==> src/rtl/ldo_pkg.sv <==
// Shared definitions for the LDO trim controller: FSM states, default sizes
// and the power-on trim index table.
package ldo_pkg;

  localparam int N_LDO_DEF  = 3;
  localparam int TRIM_W_DEF = 16;
  localparam int IDX_W      = 4;

  typedef enum logic [2:0] {
    ST_IDLE,
    ST_SETTLE,
    ST_SAMPLE,
    ST_NEXT,
    ST_DONE
  } ldo_state_t;

  // Power-on trim index per LDO; unlisted instances start at the bottom code.
  function automatic logic [IDX_W-1:0] rst_idx(input int k);
    case (k)
      0:       return 4'd6;
      1:       return 4'd8;
      2:       return 4'd10;
      default: return 4'd0;
    endcase
  endfunction

endpackage

==> src/rtl/ldo_sync2.sv <==
// Two-flop synchronizer for asynchronous comparator inputs.
module ldo_sync2 #(
  parameter int W = 1
) (
  input  logic         clk,
  input  logic         rst_n,
  input  logic [W-1:0] d,
  output logic [W-1:0] q
);

  logic [W-1:0] meta_reg;
  logic [W-1:0] sync_reg;

  always_ff @(posedge clk or negedge rst_n) begin
    if (!rst_n) begin
      meta_reg <= '0;
      sync_reg <= '0;
    end else begin
      meta_reg <= d;
      sync_reg <= meta_reg;
    end
  end

  assign q = sync_reg;

endmodule

==> src/rtl/ldo_trim_ctrl.sv <==
// Auto-calibration of several LDO trim codes: walks each LDO's one-hot trim
// until its output sits inside the comparator window, flagging failures.
module ldo_trim_ctrl
  import ldo_pkg::*;
#(
  parameter int N_LDO      = N_LDO_DEF,
  parameter int TRIM_W     = TRIM_W_DEF,
  parameter int SETTLE_CYC = 64,
  parameter int MAX_STEPS  = 16
) (
  input  logic                      wb_clk_i,
  input  logic                      wb_rst_n,
  input  logic                      start_i,
  input  logic                      cfg_we_i,
  input  logic [1:0]                cfg_sel_i,
  input  logic [IDX_W-1:0]          cfg_idx_i,
  input  logic [N_LDO-1:0]          cmp_hi_i,
  input  logic [N_LDO-1:0]          cmp_lo_i,
  output logic [N_LDO*TRIM_W-1:0]   trim_o,
  output logic                      busy_o,
  output logic                      done_o,
  output logic [N_LDO-1:0]          cal_err_o
);

  localparam int PTR_W  = (N_LDO > 1) ? $clog2(N_LDO) : 1;
  localparam int CNT_W  = (SETTLE_CYC > 1) ? $clog2(SETTLE_CYC) : 1;
  localparam int STEP_W = $clog2(MAX_STEPS + 1);

  localparam logic [CNT_W-1:0]  CNT_RELOAD = CNT_W'(SETTLE_CYC - 1);
  localparam logic [STEP_W-1:0] STEP_LIMIT = STEP_W'(MAX_STEPS);
  localparam logic [PTR_W-1:0]  PTR_LAST   = PTR_W'(N_LDO - 1);
  localparam logic [IDX_W-1:0]  IDX_MAX    = IDX_W'(TRIM_W - 1);

  ldo_state_t         state_reg, state_next;
  logic [PTR_W-1:0]   ptr_reg, ptr_next;
  logic [STEP_W-1:0]  step_reg, step_next;
  logic [CNT_W-1:0]   cnt_reg, cnt_next;
  logic [N_LDO-1:0]   err_reg, err_next;
  logic [IDX_W-1:0]   idx_reg [N_LDO];
  logic [IDX_W-1:0]   idx_next [N_LDO];

  logic [N_LDO-1:0]   cmp_hi_s;
  logic [N_LDO-1:0]   cmp_lo_s;
  logic               hi_cur;
  logic               lo_cur;
  logic [IDX_W-1:0]   idx_cur;

  ldo_sync2 #(.W(N_LDO)) u_sync_hi (
    .clk   (wb_clk_i),
    .rst_n (wb_rst_n),
    .d     (cmp_hi_i),
    .q     (cmp_hi_s)
  );

  ldo_sync2 #(.W(N_LDO)) u_sync_lo (
    .clk   (wb_clk_i),
    .rst_n (wb_rst_n),
    .d     (cmp_lo_i),
    .q     (cmp_lo_s)
  );

  assign hi_cur  = cmp_hi_s[ptr_reg];
  assign lo_cur  = cmp_lo_s[ptr_reg];
  assign idx_cur = idx_reg[ptr_reg];

  always_ff @(posedge wb_clk_i or negedge wb_rst_n) begin
    if (!wb_rst_n) begin
      state_reg <= ST_IDLE;
      ptr_reg   <= '0;
      step_reg  <= '0;
      cnt_reg   <= '0;
      err_reg   <= '0;
      for (int k = 0; k < N_LDO; k++) begin
        idx_reg[k] <= rst_idx(k);
      end
    end else begin
      state_reg <= state_next;
      ptr_reg   <= ptr_next;
      step_reg  <= step_next;
      cnt_reg   <= cnt_next;
      err_reg   <= err_next;
      for (int k = 0; k < N_LDO; k++) begin
        idx_reg[k] <= idx_next[k];
      end
    end
  end

  always_comb begin
    state_next = state_reg;
    ptr_next   = ptr_reg;
    step_next  = step_reg;
    cnt_next   = cnt_reg;
    err_next   = err_reg;
    for (int k = 0; k < N_LDO; k++) begin
      idx_next[k] = idx_reg[k];
    end

    case (state_reg)
      ST_IDLE: begin
        // A write in the start cycle lands first, so calibration begins from it.
        for (int k = 0; k < N_LDO; k++) begin
          if (cfg_we_i && (int'(cfg_sel_i) == k)) begin
            idx_next[k] = cfg_idx_i;
          end
        end
        if (start_i) begin
          err_next   = '0;
          ptr_next   = '0;
          step_next  = '0;
          cnt_next   = CNT_RELOAD;
          state_next = ST_SETTLE;
        end
      end

      ST_SETTLE: begin
        if (cnt_reg == '0) begin
          state_next = ST_SAMPLE;
        end else begin
          cnt_next = cnt_reg - 1'b1;
        end
      end

      ST_SAMPLE: begin
        if (hi_cur == lo_cur) begin
          state_next = ST_NEXT;
        end else if ((hi_cur && (idx_cur == '0)) ||
                     (lo_cur && (idx_cur == IDX_MAX)) ||
                     (step_reg >= STEP_LIMIT)) begin
          err_next[ptr_reg] = 1'b1;
          state_next        = ST_NEXT;
        end else begin
          idx_next[ptr_reg] = hi_cur ? (idx_cur - 1'b1) : (idx_cur + 1'b1);
          step_next         = step_reg + 1'b1;
          cnt_next          = CNT_RELOAD;
          state_next        = ST_SETTLE;
        end
      end

      ST_NEXT: begin
        if (ptr_reg == PTR_LAST) begin
          state_next = ST_DONE;
        end else begin
          ptr_next   = ptr_reg + 1'b1;
          step_next  = '0;
          cnt_next   = CNT_RELOAD;
          state_next = ST_SETTLE;
        end
      end

      ST_DONE: begin
        state_next = ST_IDLE;
      end

      default: begin
        state_next = ST_IDLE;
      end
    endcase
  end

  assign busy_o    = (state_reg == ST_SETTLE) || (state_reg == ST_SAMPLE) ||
                     (state_reg == ST_NEXT);
  assign done_o    = (state_reg == ST_DONE);
  assign cal_err_o = err_reg;

  generate
    for (genvar gi = 0; gi < N_LDO; gi++) begin : g_trim
      assign trim_o[gi*TRIM_W +: TRIM_W] = {{(TRIM_W-1){1'b0}}, 1'b1} << idx_reg[gi];
    end
  endgenerate

endmodule

==> config.mk <==
export PLATFORM = sky130hd
export DESIGN_NAME = ldo_trim_ctrl
export DESIGN_NICKNAME = d
export VERILOG_FILES = /design/src/rtl/ldo_pkg.sv /design/src/rtl/ldo_sync2.sv /design/src/rtl/ldo_trim_ctrl.sv
export SDC_FILE = /design/constraint.sdc
export NUM_CORES = 1
export LEC_CHECK = 0
export ABC_AREA = 1
export CAP_MARGIN = 20
export CELL_PAD_IN_SITES_DETAIL_PLACEMENT = 2
export CELL_PAD_IN_SITES_GLOBAL_PLACEMENT = 2
export CORE_UTILIZATION = 27
export DETAILED_ROUTE_END_ITERATION = 8
export PLACE_DENSITY_LB_ADDON = 0.25
export SLEW_MARGIN = 20
export SYNTH_ARGS = -nofsm -noshare
export SYNTH_HDL_FRONTEND = slang
export SYNTH_HIERARCHICAL = 1
export SYNTH_SLANG_ARGS = --single-unit
==> constraint.sdc <==
create_clock -name wb_clk_i -period 2.1 [get_ports wb_clk_i]
set_input_delay 0.21 -clock wb_clk_i [delete_from_list [all_inputs] [get_ports wb_clk_i]]
set_output_delay 0.21 -clock wb_clk_i [all_outputs]
set_load 0.05 [all_outputs]
== Word level (Yosys, flattened, before mapping) ==
Cells that the tools add are included.

* Output and inout port bits: 53
* Logic and storage cells: 116
* Input bits: 16
* Bits in registers: 43

* $add $sub $neg: 5
* Reduce and logical (&&, ||, !) cells: 27
* Multiplexer cells: 43
* Magnitude comparators: 5
* Shift operators: 3
* Bitwise operators: 2
* Equal/unequal tests: 19

{| class="wikitable"
|+ Operators with widths
! operator !! number
|-
| << shifter 1 x 4 -> 16 bit (first input constant) || 3
|-
| 2-to-1 mux 6 bit || 5
|-
| 2-to-1 mux 4 bit || 7
|-
| 2-to-1 mux 12 bit || 2
|-
| case mux 12 bit (2 select lines) || 1
|-
| case mux 6 bit (4 select lines) || 1
|-
| 2-to-1 mux 5 bit || 4
|-
| != test 2 bit (second input constant) || 10
|-
| 2-to-1 mux 3 bit || 6
|-
| AND reduction 4 bit || 4
|-
| case mux 5 bit (3 select lines) || 1
|-
| bitwise mux 12 bit || 1
|-
| case mux 3 bit (4 select lines) || 1
|-
| binary-select mux 4 bit (select 2 bit) || 1
|-
| demux 4 bit (select 2 bit) || 1
|-
| 2-to-1 mux 2 bit || 4
|-
| logical AND 1 bit || 7
|-
| equality test 2 bit (second input constant) || 3
|-
| equality test 3 x 2 -> 1 bit (second input constant) || 2
|-
| zero test 6 bit || 1
|-
| case mux 3 bit (2 select lines) || 1
|-
| AND reduction 6 bit || 1
|-
| subtractor 6 x 1 -> 6 bit (second input constant) || 1
|-
| adder 5 x 1 -> 5 bit (second input constant) || 1
|-
| other kinds (28) || 35
|}

== Longest topological paths before layout ==
Gate-level depths: netlist of run 1.

* Depth after elaboration: 11
* Gate-level depth with buffers: 18
* Depth with buffers taken out: 17

== Modules after synthesis ==
Netlist of run 1, hierarchy kept.

{| class="wikitable"
|+ Modules (own cells, without submodules)
! module !! cells each !! sequential area each (µm²) !! instances !! area an instance (µm²)
|-
| ldo_trim_ctrl || 397 || 782.0 || 1 || 2,546.2
|-
| ldo_sync2 || 6 || 150.1 || 2 || 150.1
|}

== Worst setup path after synthesis of run 1 ==
Ideal clock, no wire load.

* Path kind: register -> output
* From: register idx_reg[3] in the netlist's numbering
* To: output port trim_o[43]
* Slack: -0.516 ns
* Cell stages (with the launch flop): 4
* Path buffers: 1
* Arrival: 2.406 ns
* Cells stage by stage: dfstp_2 clkbuf_1 inv_1 nor4_1

* Word-level cells in the longest chain between the ends: 1

{| class="wikitable"
|+ Ends and longest elaborated chain
! what !! RTL line !! source
|-
| start, declared || ldo_trim_ctrl.sv:39 || <nowiki>logic [IDX_W-1:0] idx_reg [N_LDO];</nowiki>
|-
| start signal, assigned by index || ldo_trim_ctrl.sv:74 || <nowiki>idx_reg[k] <= rst_idx(k);</nowiki>
|-
| start signal, assigned by index || ldo_trim_ctrl.sv:83 || <nowiki>idx_reg[k] <= idx_next[k];</nowiki>
|-
| << shifter 1 x 4 -> 16 bit || ldo_trim_ctrl.sv:167 || <nowiki>assign trim_o[gi*TRIM_W +: TRIM_W] = {{(TRIM_W-1){1'b0}}, 1'b1} << idx_reg[gi];</nowiki>
|-
| end, declared || ldo_trim_ctrl.sv:19 || <nowiki>output logic [N_LDO*TRIM_W-1:0] trim_o,</nowiki>
|}

Every way passes these cells.

== Final worst setup path of run 1 ==
* From: register ptr_reg[0]
* To: register idx_reg[7] in the netlist's numbering

* Word-level cells in the longest chain between the ends: 10
* Elaborated cells between the ends (all ways): 30
* Those cells by class: 2 x add/sub; 2 x order compare; 4 x eq/ne; 14 x mux; 1 x bitwise; 7 x reduce/logical

{| class="wikitable"
|+ Ends and longest elaborated chain
! what !! RTL line !! source
|-
| start, declared || ldo_trim_ctrl.sv:35 || <nowiki>logic [PTR_W-1:0] ptr_reg, ptr_next;</nowiki>
|-
| start signal, assigned || ldo_trim_ctrl.sv:78 || <nowiki>ptr_reg <= ptr_next;</nowiki>
|-
| inverter 2 -> 3 bit || ldo_trim_ctrl.sv:64, ldo_trim_ctrl.sv:132 ||
|-
| binary-select mux 4 bit (select 2 bit) || ldo_trim_ctrl.sv:64 || <nowiki>assign idx_cur = idx_reg[ptr_reg];</nowiki>
|-
| 2-to-1 mux 4 bit (not written as such) (2 in series) || ldo_trim_ctrl.sv:64 ||
|-
| adder 4 x 1 -> 4 bit, or another cell as far along || ldo_trim_ctrl.sv:132 || <nowiki>idx_next[ptr_reg] = hi_cur ? (idx_cur - 1'b1) : (idx_cur + 1'b1);</nowiki>
|-
| 2-to-1 mux 4 bit, or another cell as far along || ldo_trim_ctrl.sv:132 ||
|-
| bitwise mux 12 bit / logical OR 1 bit (equally long branches) || ldo_trim_ctrl.sv:132, ldo_trim_ctrl.sv:126 ||
|-
| 2-to-1 mux 12 bit / logical OR 1 bit (equally long branches) || ldo_trim_ctrl.sv:126, ldo_trim_ctrl.sv:127 ||
|-
| 2-to-1 mux 12 bit / != test 2 bit (equally long branches) || - ||
|-
| case mux 12 bit (2 select lines) / AND reduction 4 bit (equally long branches) || - ||
|}

Several ways; a longest one is shown, not always the timed one. The select of a mux whose other input is x is not followed.
A chain may end at the register's enable or synchronous reset.

==> impl_metrics.py, run 1 <==
metrics = {
    "status": {
        "outcome": "finished clean",
    },
    "critical_path": {
        "cp_num_buf_inv": 2,
        "critical_path.max_stage_delay_ns": 0.48,
        "crit_path_frequent_cell": "sky130_fd_sc_hd__nand2_1",
        "maximum_fanout_count_along_the_critical_path": 7,
        "start_kind": "flip-flop",
        "worst-endpoint-required_ns": 2.36,
        "worst-setup-path-type": "reg -> reg",
        "worstPathCellList": "buf_4, nand2_1, nand3_1, nand2_2, ha_4, nand2_1, inv_1, nand2_1, nand2_2, nand3_1, nand2_2, nand2_1, nand2_1, nand3_1, nand2_1",
        "endpoint_arrival_time_on_the_critical_path_ns": 2.33,
        "worst_path_dominant_cell_family": "simple AND/OR/NAND/NOR gates",
        "cp-end-kind": "flip-flop",
        "critical_path_top_delay_cell": "sky130_fd_sc_hd__dfrtp_2",
    },
    "layout": {
        "drive_above_1_share_pct": 29.3,
        "n_fill_cell": 1251,
        "num-nets-final": 536,
        "synthToLayoutAreaGrowth_pct": 41.9,
        "antennaDiodeCount": 0,
        "largest_reg_flops": 12,
    },
    "pwr": {
        "worst_ir_drop_on_vdd_uv": 205,
        "p_leak_uw": 0.00203,
        "comb_power_share_pct": 6.5,
        "p_sw_uw": 402,
        "sequentialPowerShare_pct": 55.0,
        "switching_share_pct": 26.3,
        "internal-power_uw": 1130,
        "cellPowerDensity_nw_per_um2": 379,
        "power_frac_clock_pct": 38.6,
    },
    "floorplanning": {
        "fp.coreArea_um2": 10300,
        "start_util_pct": 27.7,
        "count_of_pins_on_the_block_boundary": 69,
        "fp.dieW_um": 105,
        "dieHeight_um": 105,
        "fp-row-count": 37,
        "design.die.area_um2": 11000,
    },
    "job": {
        "number_of_max_cap_violations": 0,
    },
    "timing": {
        "layout_worst_path_cycle_share_pct": 98.7,
        "clock.fmax_mhz": 482,
        "hold_viol": 0,
        "final.min_clock_period_ns": 2.07,
        "worstMarginPinSlew_ns": 0.531,
        "setup_violations": 0,
        "timing.slew.headroom_pct": 64.6,
        "rsz0062_at_grt": "true",
        "slew_violations": 0,
        "hold-worst-slack_ns": 0.328,
        "worst_slack_ns": 0.0266,
        "fin_worst_skew_ns": 0.00546,
    },
    "drt": {
        "post_detailed_route_drc_marker_count": 0,
        "wl_mm": 9.77,
        "drtIter0Drc": 69,
        "via_count": 3044,
        "final_antenna_net_count": 0,
        "drt-pass1-iter-count": 4,
        "drt-vias-per-instance": 4.70,
        "wl_per_cell_um": 15.1,
    },
    "logic_synthesis": {
        "synth.cells.most_frequent": "111 x sky130_fd_sc_hd__nand2_1, 68 x sky130_fd_sc_hd__nor2_1, 66 x sky130_fd_sc_hd__nand3_1",
        "synth_most_common_cell": "sky130_fd_sc_hd__nand2_1",
        "seq_area_frac_synth_pct": 38.0,
        "synth_cell_types": 33,
        "synth_area_leaders": "sky130_fd_sc_hd__dfrtp_1 33%, sky130_fd_sc_hd__nand2_1 15%, sky130_fd_sc_hd__nand3_1 12%",
        "synthArstFlopShare_pct": 100,
        "synthSimpleGateAreaFrac_pct": 41.8,
        "syn_inst": 409,
        "synth_compound_gate_area_share_pct": 5.85,
        "ys_seq_elements": 43,
        "avgSynthCellArea_um2": 6.96,
        "synth_top_family_by_area": "simple AND/OR/NAND/NOR gates",
        "synth_top_cell_area_share_pct": 33.4,
        "parity_gate_share_of_the_synthesized_area_counting_xor_and_xnor_cells_pct": 1.23,
        "synth-adder-area-share_pct": 4.22,
        "yosysWarningCount": 6,
        "synth.mux.area_fraction_pct": 0,
        "mapped_area_um2": 2850,
        "mappedNetlistNets": 434,
        "synth_top_cell_by_area": "sky130_fd_sc_hd__dfrtp_1",
        "yosys_most_used_dff": "sky130_fd_sc_hd__dfrtp_1",
        "post_synth_edffs": 0,
    },
    "placement": {
        "place_worst_setup_slack_ns": -0.0496,
        "place_hpwl_mm": 7.53,
        "numPortBuffers": 68,
        "routabilityCongestion": 0.789,
    },
    "clock_network": {
        "clock_sinks": 43,
        "cts_tree": "yes",
        "h-tree-depth": 2,
        "insertion_delay_ns": 0.31,
        "cts-buffers-inserted": 5,
        "cts.root.buffer_cell": "sky130_fd_sc_hd__clkbuf_8",
        "clk_pin_slew_worst_paths_ns": 0.10,
        "clock_path_buffers": 2,
    },
    "global_routing": {
        "antenna_violations_before_repair": 0,
        "grt_pass1_vias": 3215,
        "overflow": 0,
        "groute.usage.overall_pct": 18.2,
        "global_route_wire_length_before_repair_mm": 16.0,
        "grt_start_max_net_pins": 25,
    },
    "hold_path": {
        "min_path_type": "in -> reg",
    },
}
==> cells by family (layout without fill, tap and decap cells) <==
| group | count (synthesis) | count (layout) |
|---|---|---|
| DFF | 43 | 43 |
| AOI/OAI and AO/OA | 24 | 24 |
| and+or+nand+nor | 271 | 271 |
| buffers and inverters | 58 | 161 |
| adders and majority gates | 9 | 9 |
| xor gates and xnor gates | 4 | 4 |
==> cells in the final DEF (no fill, tap or decap), types with 3 or more instances in the layout <==
master	n
sky130_fd_sc_hd__nand2_1	106
sky130_fd_sc_hd__buf_4	82
sky130_fd_sc_hd__nor2_1	68
sky130_fd_sc_hd__nand3_1	62
sky130_fd_sc_hd__inv_1	37
sky130_fd_sc_hd__dfrtp_1	37
sky130_fd_sc_hd__clkdlybuf4s50_1	17
sky130_fd_sc_hd__inv_2	9
sky130_fd_sc_hd__nand2_2	9
sky130_fd_sc_hd__o21ai_1	9
sky130_fd_sc_hd__nand3_2	7
sky130_fd_sc_hd__nor4_2	6
sky130_fd_sc_hd__ha_1	6
sky130_fd_sc_hd__clkbuf_8	5
sky130_fd_sc_hd__dfstp_2	5
sky130_fd_sc_hd__o21ai_0	4
sky130_fd_sc_hd__buf_12	4
sky130_fd_sc_hd__nand4_1	3
sky130_fd_sc_hd__a31oi_1	3
sky130_fd_sc_hd__a211oi_2	3
==> path summary, 6_finish.rpt <==
path | slack, ns | depth (start not counted) | startpoint | to
setup reg to reg | 0.03 | 15 | ptr_reg[0]$_DFFE_PN0P_ | idx_reg[7]$_DFFE_PN1P_
max in group asynchronous | 1.10 | 3 | wb_rst_n | idx_reg[3]$_DFFE_PN1P_
min in group asynchronous | 0.41 | 2 | wb_rst_n | step_reg[2]$_DFFE_PN0P_
hold reg to reg | 0.36 | 0 | u_sync_hi/meta_reg[2]$_DFF_PN0_ | u_sync_hi/q[2]$_DFF_PN0_
setup / recovery | 0.03 | 15 | ptr_reg[0]$_DFFE_PN0P_ | idx_reg[7]$_DFFE_PN1P_
hold / removal | 0.33 | 1 | cmp_hi_i[2] | u_sync_hi/meta_reg[2]$_DFF_PN0_
==> area by class of cell <==
type	instances	area (um^2)	share of cell area, %
repair buffers	105	881	21.8
clock buffers	5	68.8	1.70
well taps	136	170	4.21
flip-flops and latches	43	1080	26.8
clock inverters	3	26.3	0.650
multi-input cells	308	1620	40.2
inverters	48	188	4.65
==> metrics by stage <==
stage          TNS (ns)  instance area (um^2)  instances  power, uW  utilization, %
2_1_floorplan         0                  2880        409        887               -
3_3_place_gp          0                  3790        631        947            36.9
3_5_place_dp     -0.128                  3790        631        950            36.9
4_1_cts               0                  3900        640       1560            38.0
5_1_grt          -0.405                  4040        648       1600            39.3
6_report              0                  4040        648       1530            39.3
==> timing repair <==
item | 4_1_cts | 5_1_grt
hold endpoints to repair | 18 | 0
buffers inserted | 0 | 8
pin swaps | 0 | 3
endpoints found under the setup margin | 7 | 11
gates resized for setup | 2 | 15
hold buffers | 1 | 0
==> power by group through the flow <==
stage	clock, uW	combinational (uW)	sequential (uW)
2_1_floorplan	0	29.1	858
3_3_place_gp	0	88.7	858
3_5_place_dp	0	91.5	859
4_1_cts	619	94.1	843
5_1_grt	642	110	844
6_report	591	99.0	842
==> layer usage <==
metal	vias to the layer above	GRT usage (%)	share of wire, %
li1	1503	-	-
met1	1476	23.1	44
met2	57	32.2	52
met3	8	2.87	3.3
met4	0	4.43	1.1
met5	-	0	0
Power figures use the tool's default switching activity.
==> inputs of run 2 (changes only) <==
MAX_ROUTING_LAYER = met4   (was unset)
==> run 2 against run 1 <==
Against the previous run:
- register-to-register slack about the same
- clock power increased by 1%
- non-clock buffer count unchanged
- largest power group unchanged
- critical path type unchanged
==> impl_metrics.py, run 2 (same netlist as run 1, synthesis figures left out) <==
metrics = {
    "timing": {
        "clock.fmax_mhz": 481,
        "layout_worst_path_cycle_share_pct": 99.0,
        "timing.slew.headroom_pct": 63.8,
        "rsz0062_at_grt": "true",
        "hold-worst-slack_ns": 0.324,
        "hold_viol": 0,
        "setup_violations": 0,
        "worstMarginPinSlew_ns": 0.543,
        "final.min_clock_period_ns": 2.08,
        "fin_worst_skew_ns": 0.00589,
        "worst_slack_ns": 0.0213,
        "slew_violations": 0,
    },
    "pwr": {
        "worst_ir_drop_on_vdd_uv": 206,
        "cellPowerDensity_nw_per_um2": 381,
        "p_leak_uw": 0.00203,
        "finalPower_uw": 1540,
    },
    "critical_path": {
        "worst-endpoint-required_ns": 2.36,
        "start_kind": "flip-flop",
        "worstPathCellList": "clkinv_4, nand2_1, nand2_1, nand2_2, nand2_4, ha_4, nand2_1, inv_1, nand2_1, nand2_2, nand3_1, nand2_2, nand2_1, nand2_1, nand3_1, nand2_1",
        "endpoint_arrival_time_on_the_critical_path_ns": 2.34,
        "r2r_cells": 16,
        "critical_path.max_stage_delay_ns": 0.48,
        "crit_path_frequent_cell": "sky130_fd_sc_hd__nand2_1",
        "maximum_fanout_count_along_the_critical_path": 7,
        "critical_path_top_delay_cell": "sky130_fd_sc_hd__dfrtp_2",
        "worst-setup-path-type": "reg -> reg",
        "cp-end-kind": "flip-flop",
    },
    "job": {
        "number_of_max_cap_violations": 0,
    },
    "drt": {
        "via_count": 3036,
        "post_detailed_route_drc_marker_count": 0,
        "final_antenna_net_count": 0,
        "wl_mm": 9.76,
        "drtIter0Drc": 81,
        "wl_per_cell_um": 15.1,
        "drt-vias-per-instance": 4.69,
        "drt-pass1-iter-count": 4,
    },
    "floorplanning": {
        "count_of_pins_on_the_block_boundary": 69,
        "design.die.area_um2": 11000,
        "start_util_pct": 27.7,
        "dieHeight_um": 105,
        "fp.coreArea_um2": 10300,
        "fp-row-count": 37,
        "fp.dieW_um": 105,
    },
    "layout": {
        "finish.cell_count_without_fillers": 648,
        "n_fill_cell": 1251,
        "regArea_um2": 1080,
        "largest_reg_flops": 12,
        "multi_input_area_um2": 1620,
        "layout_common_cells": "106 x sky130_fd_sc_hd__nand2_1, 82 x sky130_fd_sc_hd__buf_4, 68 x sky130_fd_sc_hd__nor2_1",
        "synthToLayoutAreaGrowth_pct": 41.9,
        "fin_util_pct": 39.3,
        "antennaDiodeCount": 0,
        "most_common_cell_after_layout_fill_and_taps_aside": "sky130_fd_sc_hd__nand2_1",
        "num-nets-final": 536,
        "drive_above_1_share_pct": 29.3,
    },
    "hold_path": {
        "min_path_type": "in -> reg",
        "timing.hold.worst_path_depth": 1,
    },
    "clock_network": {
        "clock_path_buffers": 2,
        "h-tree-depth": 2,
        "cts-buffers-inserted": 5,
        "clock_sinks": 43,
        "cts_tree": "yes",
        "cts.root.buffer_cell": "sky130_fd_sc_hd__clkbuf_8",
        "clk_pin_slew_worst_paths_ns": 0.10,
        "insertion_delay_ns": 0.31,
    },
    "placement": {
        "place_inst": 631,
        "place_hpwl_mm": 7.53,
        "routabilityCongestion": 0.800,
        "numPortBuffers": 68,
        "place_worst_setup_slack_ns": -0.0496,
    },
    "status": {
        "outcome": "finished clean",
    },
    "global_routing": {
        "antenna_violations_before_repair": 0,
        "groute.usage.overall_pct": 18.7,
        "global_route_wire_length_before_repair_mm": 16.0,
        "grt_start_max_net_pins": 25,
        "overflow": 0,
        "grt_pass1_vias": 3210,
    },
}
-- run 2: cell counts in the layout (fill, tap and decap cells not counted) --
No cell type changed its count.
-- run 2: final timing paths --
check	endpoint	startpoint	slack, ns
min in group asynchronous	step_reg[2]$_DFFE_PN0P_	wb_rst_n	0.41
max in group asynchronous	idx_reg[3]$_DFFE_PN1P_	wb_rst_n	1.10
max	idx_reg[7]$_DFFE_PN1P_	ptr_reg[0]$_DFFE_PN0P_	0.02
min reg2reg	u_sync_hi/q[1]$_DFF_PN0_	u_sync_hi/meta_reg[1]$_DFF_PN0_	0.36
max reg2reg	idx_reg[7]$_DFFE_PN1P_	ptr_reg[0]$_DFFE_PN0P_	0.02
min	u_sync_hi/meta_reg[2]$_DFF_PN0_	cmp_hi_i[2]	0.32
-- run 2: metrics by stage --
step	TNS, ns	area, um^2
2_1_floorplan	0	2880
3_3_place_gp	0	3790
3_5_place_dp	-0.128	3790
4_1_cts	0	3900
5_1_grt	-0.404	4040
6_report	0	4040
-- run 2: critical path, delay by kind of cell (launching register included) --
| family | cells | cell delay, ns |
|---|---|---|
| adders and majority gates | 1 | 0.29 |
| buffers and inverters | 2 | 0.21 |
| DFF | 1 | 0.48 |
| and+or+nand+nor | 13 | 1.03 |
-- run 2: per-layer routing --
layer  vias to the layer above  GRT usage [%]  part of all wire, %
met5                         -              -                    0
met4                         0           4.43                  1.2
met3                         8           2.87                  3.2
met2                        55           32.2                   51
met1                      1471           23.1                   45
li1                       1502              -                    -
-- run 2: layout make-up --
cell class / count / share of cell area, %
sequential: 43 / 26.8
clock buffer: 5 / 1.70
clock inverter: 3 / 0.650
tap: 136 / 4.21
timing repair buffer: 105 / 21.8
inverter: 48 / 4.65
multi-input combinational: 308 / 40.2
-- run 2: repair_timing --
action,in CTS,in global routing
endpoints found under the setup margin,7,11
buffers inserted,0,8
resized for setup,2,15
endpoints found under the hold margin,18,0
hold buffers,1,0
pin swaps,0,3
-- run 2: report_power, final --
| part | switching, uW | total (uW) | internal [uW] | leakage (uW) |
|---|---|---|---|---|
| sequential | 3.14 | 843 | 839 | 0.000538 |
| combinational | 53.9 | 99.4 | 45.5 | 0.00144 |
| clock | 352 | 597 | 246 | 0.0000491 |
